`config.mk`:
```
export PLATFORM = sky130hd
export DESIGN_NAME = serial_port
export DESIGN_NICKNAME = d
export VERILOG_FILES = /design/src/rtl/serial_pkg.sv /design/src/rtl/serial_fifo.sv /design/src/rtl/serial_port.sv
export SDC_FILE = /design/constraint.sdc
export NUM_CORES = 1
export LEC_CHECK = 0
export ABC_CLOCK_PERIOD_IN_PS = 3300
export BUFFER_PORTS_ARGS = -buffer_cell sky130_fd_sc_hd__buf_2
export CAP_MARGIN = 10
export CORE_MARGIN = 2
export CORE_UTILIZATION = 30
export CTS_CLUSTER_DIAMETER = 100
export DETAILED_ROUTE_END_ITERATION = 10
export MAX_ROUTING_LAYER = met4
export PLACE_DENSITY = 0.53
export SLEW_MARGIN = 10
export SYNTH_ARGS = -nofsm -noshare
export SYNTH_HDL_FRONTEND = slang
export SYNTH_HIERARCHICAL = 1
export SYNTH_SLANG_ARGS = --single-unit
export TNS_END_PERCENT = 50
```
`constraint.sdc`:
```
create_clock -name clock -period 3.3 [get_ports clock]
set_input_delay 0.66 -clock clock [delete_from_list [all_inputs] [get_ports clock]]
set_output_delay 0.66 -clock clock [all_outputs]
set_load 0.005 [all_outputs]
```
`src/rtl/serial_pkg.sv`:
```
// Shared constants and FSM state types for the serial port block.
// Build option: define SERIAL_PORT_PARITY_EN for 8E1 framing (8N1 otherwise).
package serial_pkg;

  localparam int DATA_BITS            = 8;
  localparam int CLKS_PER_BIT_DEFAULT = 434;  // 50 MHz / 115200 baud

  localparam logic START_BIT = 1'b0;
  localparam logic STOP_BIT  = 1'b1;

  typedef enum logic [2:0] {
    TX_IDLE,
    TX_START,
    TX_DATA,
`ifdef SERIAL_PORT_PARITY_EN
    TX_PARITY,
`endif
    TX_STOP
  } tx_state_t;

  typedef enum logic [2:0] {
    RX_IDLE,
    RX_START,
    RX_DATA,
`ifdef SERIAL_PORT_PARITY_EN
    RX_PARITY,
`endif
    RX_STOP
  } rx_state_t;

`ifdef SERIAL_PORT_PARITY_EN
  // Even parity: the parity bit makes the total count of ones even.
  function automatic logic even_parity(input logic [DATA_BITS-1:0] data);
    return ^data;
  endfunction
`endif

endpackage

```
`src/rtl/serial_fifo.sv`:
```
// First-word-fall-through FIFO with registered full/empty flags.
// Pointers carry one extra wrap bit so full and empty are distinguishable.
// A push into a full FIFO succeeds only when a pop happens in the same cycle.
module serial_fifo #(
  parameter int WIDTH = 8,
  parameter int DEPTH = 8
) (
  input  logic             clock,
  input  logic             reset,
  input  logic             wr_en,
  input  logic [WIDTH-1:0] wr_data,
  input  logic             rd_en,
  output logic [WIDTH-1:0] rd_data,
  output logic             full,
  output logic             empty
);

  localparam int AW = $clog2(DEPTH);
  localparam logic [AW:0] PTR_ONE = (AW+1)'(1);

  logic [WIDTH-1:0] mem [DEPTH];
  logic [AW:0]      wr_ptr, rd_ptr;
  logic [AW:0]      wr_ptr_nxt, rd_ptr_nxt;
  logic [WIDTH-1:0] last_head;
  logic             do_push, do_pop;

  assign do_pop  = rd_en && !empty;
  assign do_push = wr_en && (!full || do_pop);

  // Next pointer values, used for both the pointer update and the flag registers.
  always_comb begin
    // NOTE: every signal driven here gets a value on every path, so no latch is inferred.
    wr_ptr_nxt = wr_ptr;
    rd_ptr_nxt = rd_ptr;
    if (do_push) wr_ptr_nxt = wr_ptr + PTR_ONE;
    if (do_pop)  rd_ptr_nxt = rd_ptr + PTR_ONE;
  end

  // Pointer and occupancy-flag registers.
  always_ff @(posedge clock or negedge reset) begin
    // NOTE: sequential state uses non-blocking <= so every flop samples pre-edge values.
    if (!reset) begin
      wr_ptr <= '0;
      rd_ptr <= '0;
      full   <= 1'b0;
      empty  <= 1'b1;
    end else begin
      wr_ptr <= wr_ptr_nxt;
      rd_ptr <= rd_ptr_nxt;
      empty  <= (wr_ptr_nxt == rd_ptr_nxt);
      full   <= (wr_ptr_nxt[AW] != rd_ptr_nxt[AW]) &&
                (wr_ptr_nxt[AW-1:0] == rd_ptr_nxt[AW-1:0]);
    end
  end

  // Storage write.
  always_ff @(posedge clock) begin
    // NOTE: storage is not reset; the pointers and empty flag gate every read.
    if (do_push) mem[wr_ptr[AW-1:0]] <= wr_data;
  end

  // Remember the head while non-empty so the output holds its last value once drained.
  always_ff @(posedge clock or negedge reset) begin
    if (!reset)      last_head <= '0;
    else if (!empty) last_head <= mem[rd_ptr[AW-1:0]];
  end

  assign rd_data = empty ? last_head : mem[rd_ptr[AW-1:0]];

endmodule

```
`src/rtl/serial_port.sv`:
```
// UART-side serial port: TX FIFO + serialiser, RX synchroniser + deserialiser + RX FIFO.
// Frame: start(0), 8 data bits LSB first, [even parity], stop(1).
// Build option: define SERIAL_PORT_PARITY_EN for 8E1 framing (8N1 otherwise).
module serial_port
  import serial_pkg::*;
#(
  parameter int CLKS_PER_BIT = CLKS_PER_BIT_DEFAULT,
  parameter int FIFO_DEPTH   = 8
) (
  input  logic                 clock,
  input  logic                 reset,
  input  logic [DATA_BITS-1:0] wr_data_in,
  input  logic                 wren_in,
  input  logic                 rden_in,
  output logic [DATA_BITS-1:0] rd_data_out,
  output logic                 valid_out,
  output logic                 ready_out,
  output logic                 tx_out,
  input  logic                 rx_in,
  output logic                 rx_error_out
);

  localparam int TW = $clog2(CLKS_PER_BIT);
  localparam int IW = $clog2(DATA_BITS);
  localparam logic [TW-1:0] BIT_LAST  = TW'(CLKS_PER_BIT - 1);
  localparam logic [TW-1:0] BIT_HALF  = TW'(CLKS_PER_BIT / 2 - 1);
  localparam logic [TW-1:0] TIMER_ONE = TW'(1);
  localparam logic [IW-1:0] IDX_LAST  = IW'(DATA_BITS - 1);
  localparam logic [IW-1:0] IDX_ONE   = IW'(1);

  // ---------------------------------------------------------------- TX path
  tx_state_t            tx_state;
  logic [TW-1:0]        tx_timer;
  logic [IW-1:0]        tx_bit_idx;
  logic [DATA_BITS-1:0] tx_shift;
  logic [DATA_BITS-1:0] tx_head;
  logic                 tx_line;
  logic                 tx_full, tx_empty;
  logic                 tx_push, tx_pop, tx_tick;
`ifdef SERIAL_PORT_PARITY_EN
  logic                 tx_par;
`endif

  assign ready_out = !tx_full;
  assign tx_push   = wren_in && ready_out;
  assign tx_tick   = (tx_timer == BIT_LAST);
  // Load a new byte from idle, or straight from the end of a stop bit (no idle gap).
  assign tx_pop    = !tx_empty &&
                     ((tx_state == TX_IDLE) || ((tx_state == TX_STOP) && tx_tick));

  serial_fifo #(.WIDTH(DATA_BITS), .DEPTH(FIFO_DEPTH)) u_tx_fifo (
    .clock   (clock),
    .reset   (reset),
    .wr_en   (tx_push),
    .wr_data (wr_data_in),
    .rd_en   (tx_pop),
    .rd_data (tx_head),
    .full    (tx_full),
    .empty   (tx_empty)
  );

  // TX bit timer: held at zero while idle, wraps at the end of every bit.
  always_ff @(posedge clock or negedge reset) begin
    if (!reset)                              tx_timer <= '0;
    else if ((tx_state == TX_IDLE) || tx_tick) tx_timer <= '0;
    else                                     tx_timer <= tx_timer + TIMER_ONE;
  end

  // TX FSM; the line is registered so it changes exactly on bit boundaries.
  always_ff @(posedge clock or negedge reset) begin
    if (!reset) begin
      tx_state   <= TX_IDLE;
      tx_line    <= STOP_BIT;
      tx_shift   <= '0;
      tx_bit_idx <= '0;
`ifdef SERIAL_PORT_PARITY_EN
      tx_par     <= 1'b0;
`endif
    end else if (tx_pop) begin
      tx_state <= TX_START;
      tx_line  <= START_BIT;
      tx_shift <= tx_head;
`ifdef SERIAL_PORT_PARITY_EN
      tx_par   <= even_parity(tx_head);
`endif
    end else begin
      case (tx_state)
        TX_IDLE: ;
        TX_START: if (tx_tick) begin
          tx_state   <= TX_DATA;
          tx_bit_idx <= '0;
          tx_line    <= tx_shift[0];
        end
        TX_DATA: if (tx_tick) begin
          if (tx_bit_idx == IDX_LAST) begin
`ifdef SERIAL_PORT_PARITY_EN
            tx_state <= TX_PARITY;
            tx_line  <= tx_par;
`else
            tx_state <= TX_STOP;
            tx_line  <= STOP_BIT;
`endif
          end else begin
            tx_bit_idx <= tx_bit_idx + IDX_ONE;
            tx_shift   <= tx_shift >> 1;
            tx_line    <= tx_shift[1];
          end
        end
`ifdef SERIAL_PORT_PARITY_EN
        TX_PARITY: if (tx_tick) begin
          tx_state <= TX_STOP;
          tx_line  <= STOP_BIT;
        end
`endif
        TX_STOP: if (tx_tick) tx_state <= TX_IDLE;
        default: begin
          tx_state <= TX_IDLE;
          tx_line  <= STOP_BIT;
        end
      endcase
    end
  end

  assign tx_out = tx_line;

  // ---------------------------------------------------------------- RX path
  rx_state_t            rx_state;
  logic [1:0]           rx_sync;
  logic                 rx_s, rx_prev, rx_fall;
  logic [TW-1:0]        rx_timer;
  logic [IW-1:0]        rx_bit_idx;
  logic [DATA_BITS-1:0] rx_shift;
  logic                 rx_full, rx_empty;
  logic                 rx_tick, rx_half;
  logic                 rx_stop_eval, rx_frame_ok;
  logic                 rx_push, rx_pop, rx_overrun;
  logic                 rx_error;
`ifdef SERIAL_PORT_PARITY_EN
  logic                 rx_par_ok;
`endif

  // Two-flop synchroniser plus one history flop for falling-edge detection.
  always_ff @(posedge clock or negedge reset) begin
    if (!reset) begin
      rx_sync <= 2'b11;
      rx_prev <= 1'b1;
    end else begin
      rx_sync <= {rx_sync[0], rx_in};
      rx_prev <= rx_s;
    end
  end

  assign rx_s    = rx_sync[1];
  assign rx_fall = rx_prev && !rx_s;
  assign rx_tick = (rx_timer == BIT_LAST);
  assign rx_half = (rx_timer == BIT_HALF);

`ifdef SERIAL_PORT_PARITY_EN
  assign rx_frame_ok = (rx_s == STOP_BIT) && rx_par_ok;
`else
  assign rx_frame_ok = (rx_s == STOP_BIT);
`endif

  assign rx_stop_eval = (rx_state == RX_STOP) && rx_tick;
  assign rx_push      = rx_stop_eval && rx_frame_ok;
  assign rx_pop       = rden_in && valid_out;
  assign rx_overrun   = rx_push && rx_full && !rx_pop;
  assign valid_out    = !rx_empty;

  serial_fifo #(.WIDTH(DATA_BITS), .DEPTH(FIFO_DEPTH)) u_rx_fifo (
    .clock   (clock),
    .reset   (reset),
    .wr_en   (rx_push),
    .wr_data (rx_shift),
    .rd_en   (rx_pop),
    .rd_data (rd_data_out),
    .full    (rx_full),
    .empty   (rx_empty)
  );

  // RX bit timer: half a bit to the start-bit centre, then full bits from there.
  always_ff @(posedge clock or negedge reset) begin
    if (!reset)                                        rx_timer <= '0;
    else if (rx_state == RX_IDLE)                      rx_timer <= '0;
    else if ((rx_state == RX_START) ? rx_half : rx_tick) rx_timer <= '0;
    else                                               rx_timer <= rx_timer + TIMER_ONE;
  end

  // RX FSM: sample each bit at its centre and shift in LSB first.
  always_ff @(posedge clock or negedge reset) begin
    if (!reset) begin
      rx_state   <= RX_IDLE;
      rx_bit_idx <= '0;
      rx_shift   <= '0;
`ifdef SERIAL_PORT_PARITY_EN
      rx_par_ok  <= 1'b0;
`endif
    end else begin
      case (rx_state)
        RX_IDLE: if (rx_fall) rx_state <= RX_START;
        RX_START: if (rx_half) begin
          if (rx_s == START_BIT) begin
            rx_state   <= RX_DATA;
            rx_bit_idx <= '0;
          end else begin
            rx_state <= RX_IDLE;  // false start: glitch shorter than half a bit
          end
        end
        RX_DATA: if (rx_tick) begin
          rx_shift <= {rx_s, rx_shift[DATA_BITS-1:1]};
          if (rx_bit_idx == IDX_LAST) begin
`ifdef SERIAL_PORT_PARITY_EN
            rx_state <= RX_PARITY;
`else
            rx_state <= RX_STOP;
`endif
          end else begin
            rx_bit_idx <= rx_bit_idx + IDX_ONE;
          end
        end
`ifdef SERIAL_PORT_PARITY_EN
        RX_PARITY: if (rx_tick) begin
          rx_par_ok <= (rx_s == even_parity(rx_shift));
          rx_state  <= RX_STOP;
        end
`endif
        RX_STOP: if (rx_tick) rx_state <= RX_IDLE;
        default: rx_state <= RX_IDLE;
      endcase
    end
  end

  // Sticky error: framing or parity failure at the stop sample, or overrun.
  always_ff @(posedge clock or negedge reset) begin
    if (!reset)                                       rx_error <= 1'b0;
    else if ((rx_stop_eval && !rx_frame_ok) || rx_overrun) rx_error <= 1'b1;
  end

  assign rx_error_out = rx_error;

endmodule

```
==> results of run 1 <==
## cell type report
class | instances | area [um^2]
clock buffers | 29 | 619
clock inverters | 15 | 175
fillers | 2917 | 19700
inverters | 19 | 71.3
multi-input cells | 311 | 3030
flip-flops and latches | 213 | 5980
well taps | 396 | 495
repair buffers | 49 | 310
## cells in the mapped netlist (3+ instances only)
master / number / area (um^2)
nand3_1: 10 / 50.1
nand2_1: 23 / 86.3
a21oi_1: 3 / 15.0
nand4_1: 5 / 31.3
buf_4: 3 / 22.5
mux4_2: 16 / 360
buf_6: 4 / 45.0
a21oi_2: 3 / 26.3
ha_1: 17 / 213
clkbuf_1: 3 / 11.3
nor3_1: 14 / 70.1
xnor2_1: 25 / 219
inv_1: 19 / 71.3
buf_2: 6 / 30.0
xor2_1: 13 / 114
mux2i_1: 4 / 40.0
edfxtp_1: 128 / 3840
o31ai_1: 3 / 22.5
o21ai_0: 6 / 30.0
nand2b_1: 11 / 68.8
dfstp_2: 6 / 158
dfrtp_1: 79 / 1980
nor2b_1: 10 / 62.6
mux4_1: 16 / 420
mux2_2: 60 / 676
nor2_1: 33 / 124
## power groups by stage
stage                     Combinational [uW]  Sequential, uW  Clock [uW]
final                                   1100            3360        2640
after global routing                    1220            3400        2840
after CTS                               1120            3370        2720
after detailed placement                1110            3420           0
after global placement                  1090            3390           0
after floorplan                          939            3250           0
## cells by family (layout without fill, tap and decap cells)
kind of cell	after synthesis	after routing	share of synthesized area, %
AO/OA/AOI/OAI	28	28	2.47
buffers and inverters	37	112	2.39
AND/OR/NAND/NOR	131	131	8.12
adder cells (fa/ha/maj)	17	17	2.30
flip-flops	213	213	64.8
XOR/XNOR	38	38	3.60
multiplexers	97	97	16.4
## sequential cells by signal, summed over array words and instances, names as in the netlist, 3 cells and up
| register | count |
|---|---|
| u_rx_fifo/mem | 64 |
| u_tx_fifo/mem | 64 |
| rx_timer | 9 |
| tx_timer | 9 |
| rx_shift | 8 |
| tx_shift | 8 |
| u_rx_fifo/last_head | 8 |
| u_tx_fifo/last_head | 8 |
| u_rx_fifo/rd_ptr | 4 |
| u_rx_fifo/wr_ptr | 4 |
| u_tx_fifo/rd_ptr | 4 |
| u_tx_fifo/wr_ptr | 4 |
| rx_bit_idx | 3 |
| tx_bit_idx | 3 |
## per-layer routing
| layer | global-route usage (%) | up-vias |
|---|---|---|
| li1 | - | 2231 |
| met5 | - | - |
| met1 | 14.4 | 2394 |
| met3 | 1.94 | 31 |
| met4 | 3.12 | 0 |
| met2 | 18.1 | 77 |
## worst max path at each step
stage                                              from                             to  slack (ps)
final                     u_rx_fifo/rd_ptr[0]$_DFF_PN0_                 rd_data_out[3]         210
after global routing      u_rx_fifo/rd_ptr[1]$_DFF_PN0_                 rd_data_out[3]          60
after CTS                 u_rx_fifo/rd_ptr[1]$_DFF_PN0_                 rd_data_out[6]         150
after detailed placement          tx_timer[1]$_DFF_PN0_      u_tx_fifo/empty$_DFF_PN1_         390
after global placement            rx_timer[1]$_DFF_PN0_      u_rx_fifo/empty$_DFF_PN1_         500
after floorplan                   rx_timer[1]$_DFF_PN0_  u_rx_fifo/mem[1][0]$_DFFE_PP_         430
## worst max-delay path: cells and delay by family (launching register included)
family | cells | cell delay [ps]
muxes | 3 | 1210
DFF | 1 | 350
buffers and inverters | 2 | 350
## stage by stage
stage | worst slack [ps] | hold slack, ps | util, % | area (um^2)
3_5_place_dp | 389 | 347 | 32.5 | 9890
5_1_grt | 62.5 | 225 | 35.1 | 10700
4_1_cts | 147 | 221 | 35.1 | 10700
6_report | 211 | 245 | 35.1 | 10700
2_1_floorplan | 426 | 345 | - | 9230
3_3_place_gp | 501 | 350 | 32.5 | 9890
==> flow_metrics.env, run 1 <==
export IMPL_grt_overflow=0
export IMPL_worstSetupStartpointType="flop"
export IMPL_worst_clock_skew_ps=18.1
export IMPL_die_h_um=179
export IMPL_p_comb_share_pct=15.5
export IMPL_cp_endpoint_kind="output pin"
export IMPL_drive_gt1_share_pct=28.9
export IMPL_synth_sequential_area_ratio_pct=64.8
export IMPL_max_freq_mhz=324
export IMPL_initialDrtViolationCount=261
export IMPL_synthArstFlopShare_pct=39.9
export IMPL_largest_net_degree_at_the_start_of_global_routing=74
export IMPL_slowest_delay_ps=640
export IMPL_initial_antenna_violation_count=0
export IMPL_hold_start="rx_in"
export IMPL_final_common_cell="edfxtp_1"
export IMPL_cap_viol_max_count=0
export IMPL_r2r_worst_path_cells=10
export IMPL_route_final_wire_length_um=17000
export IMPL_met3RoutedLength_um=634
export IMPL_cts_root_cell="clkbuf_16"
export IMPL_numPlacedInstances=988
export IMPL_cellLeakagePower_uw=0.00426
export IMPL_swShare_pct=25.7
export IMPL_mostFrequentLayoutCells="128 x edfxtp_1, 79 x dfrtp_1, 60 x mux2_2, 33 x nor2_1, 26 x buf_4"
export IMPL_postSynthRegisterBits=213
export IMPL_core_area_mm2=0.0304
export IMPL_h_tree_depth_reported_by_cts=1
export IMPL_tightest_slew_ps=972
export IMPL_antenna_cells=0
export IMPL_maxSlewViolCount=0
export IMPL_post_route_drc_count=0
export IMPL_gp_routability_congestion=0.786
export IMPL_first_global_vias=5092
export IMPL_min_path_type="in2reg"
export IMPL_worstSetupPathType="reg2out"
export IMPL_crit_slowest_cell="mux4_1"
export IMPL_power_share_clock_pct=37.2
export IMPL_cts_sink_count=213
export IMPL_die_w_um=179
export IMPL_grt_first_pass_wirelength_um=28200
export IMPL_tritoncts_num_buffers=24
export IMPL_post_drt_wl_per_cell_um=16.4
export IMPL_syn_inst=561
export IMPL_resized_after_cts=0
export IMPL_drt_pass1_iter_count=4
export IMPL_tritoncts="done"
export IMPL_wl_met2_um=8190
export IMPL_rsz0062_at_grt="no"
export IMPL_power_per_cell_area_mw_per_mm2=664
export IMPL_synth_edf_count=128
export IMPL_hold_violations=0
export IMPL_placement_io_buffers=24
export IMPL_cts_post_setup_buffers_inserted=0
export IMPL_routed_via_count=4733
export IMPL_run_status="finished, final reports clean"
export IMPL_path_cells="buf_4, mux4_1, mux2_2, mux2_2, buf_2"
export IMPL_power_ir_vdd_worst_mv=0.361
export IMPL_p_total_uw=7100
export IMPL_syn_area_per_cell_um2=16.5
export IMPL_hold_path_cell_count=1
export IMPL_design_final_nets=648
export IMPL_accumulated_negative_setup_slack_ps=0
export IMPL_cpMostUsedCell="mux2_2"
export IMPL_worstPathMaxFanout=11
export IMPL_std_cell_rows=64
export IMPL_regToRegEndpoint="u_rx_fifo/empty$_DFF_PN1_"
export IMPL_synth_distinct_cells=62
export IMPL_intPower_uw=5270
export IMPL_global_route_usage_total_pct=11.1
export IMPL_ff_to_ff_start="rx_timer[1]$_DFF_PN0_"
export IMPL_die_area_mm2=0.0322
export IMPL_yosys_warnings=6
export IMPL_switchingPower_uw=1820
export IMPL_finalWorstPathRequiredPeriod_ps=3090
export IMPL_syn_nets=591
export IMPL_worstPathRequired_ps=2640
export IMPL_drt_antenna_violating_nets=0
export IMPL_top_level_ports=25
export IMPL_setup_viol=0
export IMPL_post_layout_nonfiller_instances=1032
export IMPL_detail_route_vias_per_cell=4.59
export IMPL_reg2reg_slack_ps=380
export IMPL_floorplan_initialDensity_pct=30.3
export IMPL_insertion_delay_ps=520
export IMPL_cts_root_to_sink_buffers=3
export IMPL_power_share_sequential_pct=47.3
export IMPL_fin_crit_sh_pct=93.6
export IMPL_ctsHoldBuffers=0
export IMPL_worst_endpoint_arrival_ps=2430
export IMPL_mappedNetlistArea_mm2=0.00923
export IMPL_worst_hold_path_endpoint="rx_sync[0]$_DFF_PN1_"
export IMPL_areaGrowthSynthToFinish_pct=15.7
export IMPL_met1_length_um=7720
export IMPL_route_top_layer_used="met4"
export IMPL_clk_transition_reported_paths_ps=60
export IMPL_detailedPlacementHpwl_um=11000
export IMPL_synth_main_ff_cell="edfxtp_1"
export IMPL_slew_headroom_pct=35.2
(Power assumes the default switching activity.)
==> run 2: changes to the inputs <==
--- a/config.mk
+++ b/config.mk
@@ -8,6 +8,7 @@
 export ABC_CLOCK_PERIOD_IN_PS = 3300
 export BUFFER_PORTS_ARGS = -buffer_cell sky130_fd_sc_hd__buf_2
 export CAP_MARGIN = 10
+export CORE_ASPECT_RATIO = 0.7
 export CORE_MARGIN = 2
 export CORE_UTILIZATION = 30
 export CTS_CLUSTER_DIAMETER = 100
==> run 2 against run 1 <==
Against the previous run:
- combinational power is 4% higher
- critical path depth unchanged
- register-to-register slack improved by 70 ps
- core utilization rose by 0.25 points
- count of clock-buffer cells in the layout is 1 higher
- sequential share of layout area up 0.079 points
- power decreased by 1.5%
- cell area shrank 0.14%
- largest cell class unchanged
==> flow_metrics.env, run 2 (synthesis gave the netlist of run 1 again) <==
export IMPL_clk_transition_reported_paths_ps=60
export IMPL_r2r_worst_path_cells=10
export IMPL_placement_io_buffers=24
export IMPL_initial_antenna_violation_count=0
export IMPL_globalRouteMet3Util_pct=2.57
export IMPL_fin_crit_sh_pct=95.9
export IMPL_cts_post_setup_buffers_inserted=0
export IMPL_largest_net_degree_at_the_start_of_global_routing=46
export IMPL_cap_viol_max_count=0
export IMPL_tritoncts="done"
export IMPL_cts_root_to_sink_buffers=3
export IMPL_areaGrowthSynthToFinish_pct=15.6
export IMPL_ff_to_ff_start="tx_timer[1]$_DFF_PN0_"
export IMPL_slowest_delay_ps=580
export IMPL_grt_overflow=0
export IMPL_worst_clock_skew_ps=17.1
export IMPL_ctsHoldBuffers=0
export IMPL_worst_setup_path_endpoint="rd_data_out[4]"
export IMPL_setup_viol=0
export IMPL_reg2reg_slack_ps=450
export IMPL_cts_root_cell="clkbuf_16"
export IMPL_std_cell_rows=53
export IMPL_floorplan_initialDensity_pct=30.6
export IMPL_critical_path_cell_count=5
export IMPL_finalWorstPathRequiredPeriod_ps=3160
export IMPL_family_with_the_most_delay_on_the_worst_path="multiplexers"
export IMPL_top_level_ports=25
export IMPL_grt_busiest_layer="met2"
export IMPL_slew_headroom_pct=56.1
export IMPL_cpMostUsedCell="mux2_2"
export IMPL_grt_first_pass_wirelength_um=26600
export IMPL_worstSetupPathType="reg2out"
export IMPL_global_route_usage_total_pct=11.2
export IMPL_detailedPlacementHpwl_um=11100
export IMPL_maxSlewViolCount=0
export IMPL_gp_routability_congestion=0.725
export IMPL_tightest_slew_ps=659
export IMPL_p_total_uw=6990
export IMPL_initialDrtViolationCount=292
export IMPL_detail_route_vias_per_cell=4.55
export IMPL_drt_antenna_violating_nets=0
export IMPL_drt_pass1_iter_count=4
export IMPL_die_h_um=151
export IMPL_worstSetupStartpointType="flop"
export IMPL_mostFrequentLayoutCells="128 x edfxtp_1, 79 x dfrtp_1, 60 x mux2_2, 33 x nor2_1, 25 x xnor2_1"
export IMPL_antenna_cells=0
export IMPL_routed_via_count=4752
export IMPL_grt_met2_usage_pct=16.3
export IMPL_cp_buffers_inverters=2
export IMPL_accumulated_negative_setup_slack_ps=0
export IMPL_tritoncts_num_buffers=23
export IMPL_run_status="finished, final reports clean"
export IMPL_critPathLaunch="u_rx_fifo/rd_ptr[0]$_DFF_PN0_"
export IMPL_crit_slowest_cell="mux4_1"
export IMPL_die_w_um=214
export IMPL_post_drt_wl_per_cell_um=16.2
export IMPL_design_final_nets=645
export IMPL_core_area_mm2=0.0302
export IMPL_rsz0062_at_grt="no"
export IMPL_h_tree_depth_reported_by_cts=1
export IMPL_post_route_drc_count=0
export IMPL_cp_endpoint_kind="output pin"
export IMPL_worstPathMaxFanout=16
export IMPL_hold_violations=0
export IMPL_path_cells="buf_8, mux4_1, mux2_2, mux2_2, buf_2"
export IMPL_first_global_vias=4830
export IMPL_global_route_usage_met1_pct=15.5
export IMPL_worst_endpoint_arrival_ps=2500
export IMPL_power_per_cell_area_mw_per_mm2=656
export IMPL_final_common_cell="edfxtp_1"
export IMPL_cellLeakagePower_uw=0.00425
export IMPL_insertion_delay_ps=530
export IMPL_worstPathRequired_ps=2640
export IMPL_min_path_type="in2async"
export IMPL_regToRegEndpoint="u_tx_fifo/empty$_DFF_PN1_"
export IMPL_die_area_mm2=0.0322
export IMPL_route_final_wire_length_um=16900
export IMPL_power_ir_vdd_worst_mv=0.341
export IMPL_max_freq_mhz=316
export IMPL_cts_sink_count=213
export IMPL_drive_gt1_share_pct=28.8
-- run 2: layer usage --
metal  vias up  routed length [um]  share of wire [%]
met3        32                 674                4.0
met1      2427                8280                 49
met2        73                7540                 45
met4         0                 411                2.4
met5         -                   0                  0
li1       2220                   -                  -
-- run 2: how the worst min path moves through the flow --
stage	startpoint	end	slack [ps]	cells after the start
2_1_floorplan	rx_sync[0]$_DFF_PN1_	rx_sync[1]$_DFF_PN1_	350	0
3_3_place_gp	rx_sync[0]$_DFF_PN1_	rx_sync[1]$_DFF_PN1_	350	0
3_5_place_dp	rx_sync[0]$_DFF_PN1_	rx_sync[1]$_DFF_PN1_	350	0
4_1_cts	reset	u_rx_fifo/last_head[2]$_DFF_PN0_	140	1
5_1_grt	reset	u_rx_fifo/last_head[2]$_DFF_PN0_	170	1
6_report	reset	u_rx_fifo/last_head[2]$_DFF_PN0_	120	1
-- run 2: power by group --
group	internal [uW]	switching [uW]
logic	578	563
clock network	1480	1040
registers	3120	219
total	5170	1820
-- run 2: metrics by stage --
stage	setup slack, ps	instance area (um^2)	hold WS, ps	cells	utilization [%]
floorplan	426	9230	345	561	-
global placement	581	9920	349	1002	32.9
detailed placement	473	9920	354	1002	32.9
CTS	58.1	10700	135	1044	35.3
global route	10.4	10700	166	1044	35.4
finish	136	10700	125	1044	35.4
-- run 2: area by class of cell --
type	instances	area [um^2]
fillers	2888	19500
flip-flops and latches	213	5980
multi-input cells	311	3030
clock buffers	30	612
well taps	412	515
repair buffers	47	328
clock inverters	12	130
inverters	19	71.3
-- run 2: repair_timing --
action | in CTS | in global routing
endpoints found under the setup margin | 5 | 3
cloned | 0 | 0
resized for setup | 1 | 1
pin swaps | 0 | 0
==> run 3: changes to the inputs <==
--- a/config.mk
+++ b/config.mk
@@ -10,11 +10,11 @@
 export CAP_MARGIN = 10
 export CORE_ASPECT_RATIO = 0.7
 export CORE_MARGIN = 2
-export CORE_UTILIZATION = 30
+export CORE_UTILIZATION = 50
 export CTS_CLUSTER_DIAMETER = 100
 export DETAILED_ROUTE_END_ITERATION = 10
 export MAX_ROUTING_LAYER = met4
-export PLACE_DENSITY = 0.53
+export PLACE_DENSITY = 0.75
 export SLEW_MARGIN = 10
 export SYNTH_ARGS = -nofsm -noshare
 export SYNTH_HDL_FRONTEND = slang
==> run 3 against run 2 <==
Against the previous run:
- cell count decreased by 17%
- power decreased by 3.8%
- critical endpoint is now rd_data_out[6]
- count of clock-buffer cells in the layout unchanged
- global-route usage increased by 5.7 points
- wire length decreased by 8.2%
==> flow_metrics.env, run 3 (synthesis gave the netlist of run 1 again) <==
export IMPL_run_status="finished, final reports clean"
export IMPL_hold_violations=0
export IMPL_tritoncts_num_buffers=20
export IMPL_drt_pass1_iter_count=4
export IMPL_ctsHoldBuffers=0
export IMPL_placement_io_buffers=24
export IMPL_detailedPlacementHpwl_um=10600
export IMPL_drive_gt1_share_pct=28.5
export IMPL_cts_root_cell="clkbuf_16"
export IMPL_design_area_mm2=0.0104
export IMPL_areaGrowthSynthToFinish_pct=12.4
export IMPL_antenna_cells=0
export IMPL_cts_post_setup_buffers_inserted=0
export IMPL_slew_headroom_pct=53.7
export IMPL_cellLeakagePower_uw=0.00422
export IMPL_numPlacedInstances=827
export IMPL_floorplan_initialDensity_pct=51.1
export IMPL_final_common_cell="edfxtp_1"
export IMPL_core_area_mm2=0.0181
export IMPL_route_final_wire_length_um=15500
export IMPL_h_tree_depth_reported_by_cts=1
export IMPL_reg2reg_slack_ps=360
export IMPL_worstSetupPathType="reg2out"
export IMPL_post_layout_nonfiller_instances=863
export IMPL_global_route_usage_total_pct=16.8
export IMPL_initialDrtViolationCount=354
export IMPL_largest_net_degree_at_the_start_of_global_routing=46
export IMPL_max_freq_mhz=321
export IMPL_grt_overflow=0
export IMPL_top_level_ports=25
export IMPL_rsz0062_at_grt="no"
export IMPL_power_per_cell_area_mw_per_mm2=649
export IMPL_worstSetupStartpointType="flop"
export IMPL_routed_via_count=4680
export IMPL_std_cell_rows=41
export IMPL_post_route_drc_count=0
export IMPL_accumulated_negative_setup_slack_ps=0
export IMPL_post_drt_wl_per_cell_um=18.0
export IMPL_cts_sink_count=213
export IMPL_mostFrequentLayoutCells="128 x edfxtp_1, 79 x dfrtp_1, 60 x mux2_2, 33 x nor2_1, 25 x xnor2_1"
export IMPL_die_area_mm2=0.0196
export IMPL_die_w_um=166
export IMPL_worst_clock_skew_ps=10.8
export IMPL_tritoncts="done"
export IMPL_resized_after_cts=0
export IMPL_worstPathRequired_ps=2640
export IMPL_gp_routability_congestion=0.760
export IMPL_min_path_type="in2async"
export IMPL_worstPathMaxFanout=20
export IMPL_die_h_um=118
export IMPL_cap_viol_max_count=0
export IMPL_grt_first_pass_wirelength_um=26000
export IMPL_multi_input_area_mm2=0.00303
export IMPL_insertion_delay_ps=490
export IMPL_setup_viol=0
export IMPL_num_fill_cells=1351
export IMPL_worst_endpoint_arrival_ps=2450
export IMPL_clk_transition_reported_paths_ps=60
export IMPL_cp_endpoint_kind="output pin"
export IMPL_design_final_nets=643
export IMPL_detail_route_vias_per_cell=5.42
export IMPL_drt_antenna_violating_nets=0
export IMPL_ff_latch_area_mm2=0.00598
export IMPL_cts_root_to_sink_buffers=3
export IMPL_tightest_slew_ps=694
export IMPL_power_ir_vdd_worst_mv=0.380
export IMPL_finalWorstPathRequiredPeriod_ps=3110
export IMPL_initial_antenna_violation_count=0
export IMPL_placedInstanceArea_mm2=0.00969
export IMPL_first_global_vias=4946
export IMPL_maxSlewViolCount=0
export IMPL_fin_crit_sh_pct=94.4
==> run 3: metrics by stage <==
step | hold WS [ps] | power (uW) | setup WS (ps) | utilization (%)
after floorplan | 345 | 4190 | 426 | -
after global placement | 346 | 4430 | 515 | 53.7
after detailed placement | 347 | 4480 | 414 | 53.7
after CTS | 182 | 6820 | 134 | 57.5
after global routing | 220 | 7050 | 34.3 | 57.5
final | 175 | 6730 | 186 | 57.5
==> run 3: metal layers <==
| metal | wire (um) | global-route usage [%] |
|---|---|---|
| met4 | 216 | 3.45 |
| met2 | 7140 | 25.3 |
| met1 | 7520 | 24.5 |
| met5 | 0 | - |
| met3 | 635 | 3.09 |
==> run 3: cell type report <==
cell class	count	share of cell area, %
clock buffers	30	5.78
clock inverters	6	0.796
inverters	19	0.687
multi-input cells	311	29.2
flip-flops and latches	213	57.6
well taps	236	2.85
repair buffers	48	3.04
==> run 3: power breakdown <==
group          total, uW  internal (uW)  switching (uW)
sequential          3360           3120             244
clock               2320           1410             910
combinational       1050            563             484
total               6730           5090            1640
==> run 3: final timing paths <==
check / to / from / cells past startpoint
min in group clock: rx_sync[0]$_DFF_PN1_ / rx_in / 1
max reg2reg: u_rx_fifo/empty$_DFF_PN1_ / rx_timer[1]$_DFF_PN0_ / 10
max: rd_data_out[6] / u_rx_fifo/rd_ptr[0]$_DFF_PN0_ / 5
min reg2reg: rx_sync[1]$_DFF_PN1_ / rx_sync[0]$_DFF_PN1_ / 0
min: rx_shift[0]$_DFFE_PN0P_ / reset / 1
max in group asynchronous: u_rx_fifo/empty$_DFF_PN1_ / reset / 2
==> run 3: critical path, cell delays in order (launching register included) <==
cell and delay (ps):
dfrtp_1 330, buf_4 320, mux4_1 640, mux2_2 280
mux2_2 270, buf_2 130
